[config.mk]
export PLATFORM = sky130hd
export DESIGN_NAME = tube_r3_xfer_ctrl
export DESIGN_NICKNAME = d
export VERILOG_FILES = /design/src/rtl/tube_r3_xfer_ctrl.sv
export SDC_FILE = /design/constraint.sdc
export NUM_CORES = 1
export LEC_CHECK = 0
export BUFFER_PORTS_ARGS = -buffer_cell sky130_fd_sc_hd__clkbuf_2
export CORE_MARGIN = 2
export CORE_UTILIZATION = 44
export DETAILED_ROUTE_END_ITERATION = 12
export PLACE_DENSITY = 0.77
export SYNTH_ARGS = -nofsm -noshare
export SYNTH_HDL_FRONTEND = slang
export SYNTH_SLANG_ARGS = --single-unit
[constraint.sdc]
create_clock -name p_phi2 -period 6.7 [get_ports p_phi2]
set_input_delay 0.67 -clock p_phi2 [delete_from_list [all_inputs] [get_ports p_phi2]]
set_output_delay 0.67 -clock p_phi2 [all_outputs]
set_load 0.05 [all_outputs]
[src/rtl/tube_r3_xfer_ctrl.sv]
// rtl/tube_r3_xfer_ctrl.sv - Tube R3 NMI-paced block-transfer sequencer
//
// Moves a block of bytes between parasite memory and the Tube R3 FIFO,
// one or two bytes per PNMI. dir=0 reads the tube and writes memory,
// dir=1 reads memory and writes the tube.
//
// Ports:
//   p_phi2, h_rst_b              clock (posedge) and async active-low reset
//   start, dir, two_byte,
//   base_addr, length            transfer request, latched on an accepted start
//   abort                        terminate the running transfer at the next edge
//   p_nmi_b                      tube PNMI, active low, synchronous to p_phi2
//   t_addr, t_cs_b, t_rdnw,
//   t_wdata, t_rdata             tube parasite port (RNW style, R3 data register)
//   m_req, m_we, m_addr,
//   m_wdata, m_rdata, m_ack      req/ack memory port, m_ack is a 1-cycle pulse
//   busy, done, err              status: in progress, completion pulse, aborted
//   remaining, cur_addr          bytes still to move, next memory address
module tube_r3_xfer_ctrl #(
  parameter int ADDR_W = 16,
  parameter int CNT_W  = 16
) (
  input  logic              p_phi2,
  input  logic              h_rst_b,
  input  logic              start,
  input  logic              dir,
  input  logic              two_byte,
  input  logic [ADDR_W-1:0] base_addr,
  input  logic [CNT_W-1:0]  length,
  input  logic              abort,
  input  logic              p_nmi_b,
  output logic [2:0]        t_addr,
  output logic              t_cs_b,
  output logic              t_rdnw,
  output logic [7:0]        t_wdata,
  input  logic [7:0]        t_rdata,
  output logic              m_req,
  output logic              m_we,
  output logic [ADDR_W-1:0] m_addr,
  output logic [7:0]        m_wdata,
  input  logic [7:0]        m_rdata,
  input  logic              m_ack,
  output logic              busy,
  output logic              done,
  output logic              err,
  output logic [CNT_W-1:0]  remaining,
  output logic [ADDR_W-1:0] cur_addr
);

  typedef enum logic [2:0] {
    S_IDLE, S_WAIT_NMI, S_TUBE_RD, S_MEM_WR, S_MEM_RD, S_TUBE_WR, S_GAP, S_DONE
  } state_t;

  state_t            r_state;
  state_t            w_next;
  logic              r_dir;
  logic              r_two;
  logic              r_err;
  logic [1:0]        r_burst;
  logic [7:0]        r_byte;
  logic [CNT_W-1:0]  r_remaining;
  logic [ADDR_W-1:0] r_cur_addr;

  logic              w_accept;
  logic              w_abort;
  logic              w_byte_done;
  logic              w_nmi_go;
  logic [CNT_W-1:0]  w_rem_dec;
  logic [1:0]        w_burst_dec;
  logic [1:0]        w_burst_init;

  // abort only acts on a running transfer; DONE is already terminating.
  // A start coincident with abort in IDLE is dropped.
  assign w_accept     = (r_state == S_IDLE) && start && !abort;
  assign w_abort      = abort && (r_state != S_IDLE) && (r_state != S_DONE);
  assign w_nmi_go     = !w_abort && (r_state == S_WAIT_NMI) && !p_nmi_b;
  assign w_byte_done  = !w_abort && (((r_state == S_MEM_WR) && m_ack) || (r_state == S_TUBE_WR));
  assign w_rem_dec    = r_remaining - CNT_W'(1);
  assign w_burst_dec  = r_burst - 2'd1;
  // remaining is at least 1 whenever WAIT_NMI is reached
  assign w_burst_init = (r_two && (r_remaining > CNT_W'(1))) ? 2'd2 : 2'd1;

  always_ff @(posedge p_phi2 or negedge h_rst_b) begin
    if (!h_rst_b) begin
      r_state <= S_IDLE;
    end else begin
      r_state <= w_next;
    end
  end

  always_comb begin
    w_next  = r_state;
    t_cs_b  = 1'b1;
    t_rdnw  = 1'b1;
    m_req   = 1'b0;
    m_we    = 1'b0;
    busy    = 1'b1;
    done    = 1'b0;
    unique case (r_state)
      S_IDLE: begin
        busy = 1'b0;
        if (w_accept) w_next = (length == '0) ? S_DONE : S_WAIT_NMI;
      end
      S_WAIT_NMI: begin
        if (!p_nmi_b) w_next = r_dir ? S_MEM_RD : S_TUBE_RD;
      end
      S_TUBE_RD: begin
        t_cs_b = 1'b0;
        w_next = S_MEM_WR;
      end
      S_MEM_WR: begin
        m_req = 1'b1;
        m_we  = 1'b1;
        if (m_ack) begin
          if (w_burst_dec != 2'd0)  w_next = S_TUBE_RD;
          else if (w_rem_dec == '0) w_next = S_DONE;
          else                      w_next = S_GAP;
        end
      end
      S_MEM_RD: begin
        m_req = 1'b1;
        if (m_ack) w_next = S_TUBE_WR;
      end
      S_TUBE_WR: begin
        t_cs_b = 1'b0;
        t_rdnw = 1'b0;
        if (w_burst_dec != 2'd0)  w_next = S_MEM_RD;
        else if (w_rem_dec == '0) w_next = S_DONE;
        else                      w_next = S_GAP;
      end
      // one dead cycle so a stale PNMI from before the tube flag update is not seen
      S_GAP:  w_next = S_WAIT_NMI;
      S_DONE: begin
        busy   = 1'b0;
        done   = 1'b1;
        w_next = S_IDLE;
      end
      default: w_next = S_IDLE;
    endcase
    if (w_abort) w_next = S_DONE;
  end

  always_ff @(posedge p_phi2 or negedge h_rst_b) begin
    if (!h_rst_b) begin
      r_dir       <= 1'b0;
      r_two       <= 1'b0;
      r_err       <= 1'b0;
      r_burst     <= 2'd0;
      r_byte      <= 8'h00;
      r_remaining <= '0;
      r_cur_addr  <= '0;
    end else begin
      if (w_accept) begin
        r_dir       <= dir;
        r_two       <= two_byte;
        r_remaining <= length;
        r_cur_addr  <= base_addr;
        r_err       <= 1'b0;
      end
      if (w_abort) r_err <= 1'b1;
      if (w_nmi_go) r_burst <= w_burst_init;
      if (!w_abort && (r_state == S_TUBE_RD)) r_byte <= t_rdata;
      if (!w_abort && (r_state == S_MEM_RD) && m_ack) r_byte <= m_rdata;
      if (w_byte_done) begin
        r_remaining <= w_rem_dec;
        r_cur_addr  <= r_cur_addr + ADDR_W'(1);
        r_burst     <= w_burst_dec;
      end
    end
  end

  assign t_addr    = 3'h5;
  assign t_wdata   = r_byte;
  assign m_wdata   = r_byte;
  assign m_addr    = r_cur_addr;
  assign err       = r_err;
  assign remaining = r_remaining;
  assign cur_addr  = r_cur_addr;

endmodule

### Word level (Yosys, flattened, before mapping)

Cells that the tools add are included.
Widths: inputs -> output; s select.

| word-level totals | value |
|---|---|
| register bits | 48 |
| bits of input ports | 56 |
| output and inout port bits | 74 |
| logic and storage cells | 81 |

| cells by class | value |
|---|---|
| add/subtract/negate cells | 3 |
| magnitude comparators | 1 |
| equal/unequal tests | 12 |
| mux-type cells | 28 |
| reductions and logical operators | 29 |

Operators with widths:

| kind | number |
|---|---|
| $mux 16 | 4 |
| $logic_not 16->1 | 2 |
| $mux 3 | 9 |
| $pmux 3 s8 | 1 |
| $add 16x1->16 const B | 1 |
| $gt 16x1->1 const B | 1 |
| $mux 8 | 2 |
| $sub 16x1->16 const B | 1 |
| $ne 3x3->1 const B | 5 |
| $eq 3x3->1 const B | 4 |
| $logic_and 1x1->1 | 12 |
| $reduce_bool 2->1 | 5 |
| $mux 1 | 9 |
| $eq 3x2->1 const B | 2 |
| $mux 2 | 3 |
| $reduce_or 2->1 | 3 |
| $reduce_and 4->1 | 1 |
| $eq 3x1->1 const B | 1 |
| $logic_not 1->1 | 3 |
| $logic_not 3->1 | 1 |
| $reduce_bool 3->1 | 1 |
| $sub 2x1->2 const B | 1 |
| $logic_or 1x1->1 | 1 |

### Logic depth before layout (Yosys ltp)

| logic depth | value |
|---|---|
| depth after elaboration | 8 |
| depth in mapped cells | 8 |
| depth with buffers taken out | 7 |

### Worst setup path after synthesis

No wires, ideal clock.

| timing path | value |
|---|---|
| path type | register to output |
| start point | register r_state[1] |
| end point | output port busy |
| data arrival time | 1.937 ns |
| slack | 4.093 ns |
| cell stages (with the launch flop) | 5 |
| buffers on the path | 1 |
| cell sequence | dfrtp_1 -> clkbuf_1 -> nand2_1 -> nor2_1 -> nor2_1 |

| between the ends | value |
|---|---|
| word-level cells in the longest chain between the ends | 3 |
| elaborated cells on any way between the ends | 4 |

Ends and longest elaborated chain:

| what | line | source |
|---|---|---|
| start, declared | 54 | `state_t r_state;` |
| start signal, assigned | 87 | `r_state <= w_next;` |
| $eq 3x3->1 or $logic_not 3->1 (tied branches) | 99 | `unique case (r_state)` |
| $reduce_or 2->1 (no source line) (*) | -- |  |
| $mux 1 (*) | 99 |  |
| end, declared | 43 | `output logic busy,` |

Mark *: on every way between the ends. The rest lies on a longest branch, timed or not.

### Worst setup path after layout

| timing path | value |
|---|---|
| start point | register r_remaining[1], in the netlist remaining[1] |
| end point | register r_remaining[10], in the netlist remaining[10] |

| between the ends | value |
|---|---|
| word-level cells in the longest chain between the ends | 2 |

Ends and longest elaborated chain:

| what | line | source |
|---|---|---|
| start, declared | 61 | `logic [CNT_W-1:0] r_remaining;` |
| start signal, assigned | 156 | `r_remaining <= length;` |
| start signal, assigned | 165 | `r_remaining <= w_rem_dec;` |
| $sub 16x1->16 | 78 | `assign w_rem_dec = r_remaining - CNT_W'(1);` |
| $mux 16 | 164 | `if (w_byte_done) begin` |

Every way passes these cells.
A chain may end at the register's enable or synchronous reset.

==> summary.txt <==
Yosys
  – Synth Area in Compound Gates: 0.232
  – Synth area leader: dfrtp_1
  – Yosys top cell area share: 0.374
  – Async SR Flop Fraction: 1.00
  – Synth Register Bits: 48
  – Seq/Total Area, Yosys: 0.374
  – Fraction of the mapped netlist area in adder cells: 0.0156
  – Synth cell types: 66
  – Xor/xnor share of the synthesized area: 0.00273
  – Fraction of synthesized area in multiplexers: 0.0129
  – Synth Warn #: 0
  – Simple-Gate Fraction of Synth Area: 0.260
  – Mean Syn Cell Area: ~8.2 um^2
  – Mapped Area: approximately 3200 um^2
  – Synth Instances: between 300 and 400
  – Post-synth EDFFs: 0
  – Ys flop type: dfrtp_1
  – Main combinational cell family by area after synthesis: simple AND/OR/NAND/NOR gates
  – Top post-synthesis cells by area: dfrtp_1 37%, nand2_1 7.5%, buf_4 6.3%

Route
  – Wirelength per Cell: between 15 and 20 um
  – Vias post-DR: approximately 3300
  – Residual DRC: 0
  – DR vias/cell: between 5 and 6
  – Initial DRC count: 149
  – Total length of routed wires: between 9000 and 10000 um
  – Antenna violation net count after detailed routing: 0
  – Pre-antenna DRT Iters: 4

Clock tree
  – Clock sink count: 48
  – CTS Hold Bufs: 0
  – Num CTS Buffers: 5
  – CTS H-tree lvls: 2
  – PostCTS Resize Cnt: 0
  – Clock Latency Late Sink: approximately 0.31 ns
  – Worst-path clk slew: ~0.10 ns
  – TritonCTS clock tree: built
  – Setup Fix Bufs, Post-CTS: 0
  – Clk buf depth: 2
  – Clock root cell: clkbuf_8

Worst setup path
  – Slowest stage cell, crit path: nor3b_1
  – Max stage delay on crit path: between 0.7 and 0.8 ns
  – Crit-path cells: inv_1 > ha_1 > nor3b_1 > nand2_1 > nor2_1 > a21oi_1 > a221o_2
  – Setup slack, reg-to-reg: about 3.9 ns
  – Req. time, crit path: ~6.9 ns
  – Crit end category: flip-flop
  – Worst reg2reg path depth: 7
  – Crit Reg-Reg Endpoint: remaining[10]
  – Crit. Startpoint: remaining[1]
  – Worst EP arrival: between 2 and 3 ns
  – Critical path class: reg -> reg
  – Worst Path Max Fanout: 8
  – Worst flop-to-flop path startpoint: remaining[1]
  – Startpoint Class: flip-flop

Outcome
  – Outcome: finished, final reports clean

Timing
  – Slew @ Worst Pin: between 0.8 and 0.9 ns
  – Final hold vios: 0
  – Max-slew headroom: 0.416
  – Final worst setup slack: approximately 3.9 ns
  – Final setup viols: 0
  – Pins over their slew limit: 0
  – RSZ-0062 raised after global routing: no
  – Clk_skew: 0.0114 ns
  – WHS: around 0.45 ns
  – FMAX: 358 MHz
  – Post-route clock period utilization: 0.416
  – Setup TNS: 0 ns
  – Post-layout minimum cycle time: between 2 and 3 ns

Final layout
  – Synthesis-to-layout area growth: 18.7%
  – Most frequent cells in the layout: 126 x clkbuf_2, 64 x nand2_1, 48 x dfrtp_1, 35 x nor2_1, 25 x o21ai_0
  – Ant diodes: 0
  – Share of post-route cells with drive strength above 1: 0.315
  – Final net count: roughly 540
  – Fillers: about 660
  – Commonest non-fill, non-tap cell in the layout: clkbuf_2
  – Final core occ: 0.531

GRT
  – First-pass GRT wire length: 14300 um
  – Grt total ovfl: 0
  – Vias in the first global route: ~3000
  – Largest net degree at the start of global routing: between 40 and 50
  – Initial antenna violation count: 0
  – GRT Util Overall: 0.231

Die
  – Total die area: about 8000 um^2
  – Core area: roughly 7000 um^2
  – # rows: 31
  – Die Y: 89.4 um
  – Initial Util: 0.447
  – IO Count: between 100 and 150
  – Width of the die: around 89 um

Placement
  – IO Port Bufs: between 100 and 150
  – Setup slack at placement: around 3.8 ns
  – RD Place Congestion: roughly 0.93
  – Dpl hpwl: ~6900 um

Worst hold path
  – Hold WC Path Type: in -> async

Run
  – Max-cap violations: 0
how the worst max path moves through the flow:
stage                         end  slack, ns  depth (start not counted)
floorplan                    busy       4.09                          4
global placement    remaining[15]       3.92                          6
detailed placement  remaining[15]       3.84                          6
CTS                 remaining[15]       3.99                          5
global route        remaining[10]       3.68                          7
finish              remaining[10]       3.91                          7
flip-flops by register name, summed over array words and instances, names as in the netlist:
signal and cells:
m_wdata 8, r_two 1, err 1, r_dir 1
remaining 16, cur_addr 16, r_state 3, r_burst 2
synthesized netlist by cell type, types with 3 or more instances:
| master | instances |
|---|---|
| nand3_1 | 7 |
| clkbuf_1 | 17 |
| and3_1 | 5 |
| o21a_1 | 3 |
| ha_1 | 4 |
| a21oi_1 | 11 |
| a211oi_1 | 4 |
| nand4_1 | 6 |
| nor2_1 | 35 |
| dfrtp_1 | 48 |
| a32oi_1 | 7 |
| or3_1 | 3 |
| mux2i_1 | 3 |
| o311ai_0 | 5 |
| o211ai_1 | 7 |
| buf_4 | 27 |
| nor3_1 | 10 |
| a221o_1 | 4 |
| inv_1 | 14 |
| nor2b_1 | 6 |
| nor4_1 | 8 |
| nand2b_1 | 4 |
| a22oi_1 | 9 |
| nand2_1 | 64 |
| o21ai_0 | 26 |
| a21o_1 | 5 |
cell families after synthesis:
logic type	Yosys count
other	2
muxes	4
xor gates and xnor gates	1
and+or+nand+nor	168
AOI/OAI and AO/OA	104
DFF	48
adders and majority gates	4
buffers and inverters	59
worst max-delay path, delay by kind of cell (launching register included):
family | cells | cell delay, ns
AO/OA/AOI/OAI | 2 | 0.47
adder cells (fa/ha/maj) | 1 | 0.30
buffers and inverters | 1 | 0.13
flip-flops | 1 | 0.47
AND/OR/NAND/NOR | 3 | 1.30
per-stage QoR:
step                      instances  area (um^2)
after floorplan                 391         3210
after global placement          574         3720
after detailed placement        574         3720
after CTS                       582         3810
after global routing            582         3810
final                           582         3810
cell type report:
class                      count  area, um^2  share of cell area
timing repair buffer         129         653               0.171
clock inverter                 3        21.3             0.00558
clock buffer                   5        68.8              0.0181
inverter                      14        52.6              0.0138
tap                           99         124              0.0325
sequential                    48        1200               0.315
multi-input combinational    284        1690               0.443
layer usage:
| layer | track usage | wire (um) |
|---|---|---|
| met1 | 0.293 | 3950 |
| met2 | 0.388 | 4410 |
| met3 | 0.0434 | 752 |
| met4 | 0.0909 | 193 |
| met5 | 0 | 0 |
Power is not shown: default switching activity piles up to over one toggle a cycle in this logic, so the estimate is an artifact.
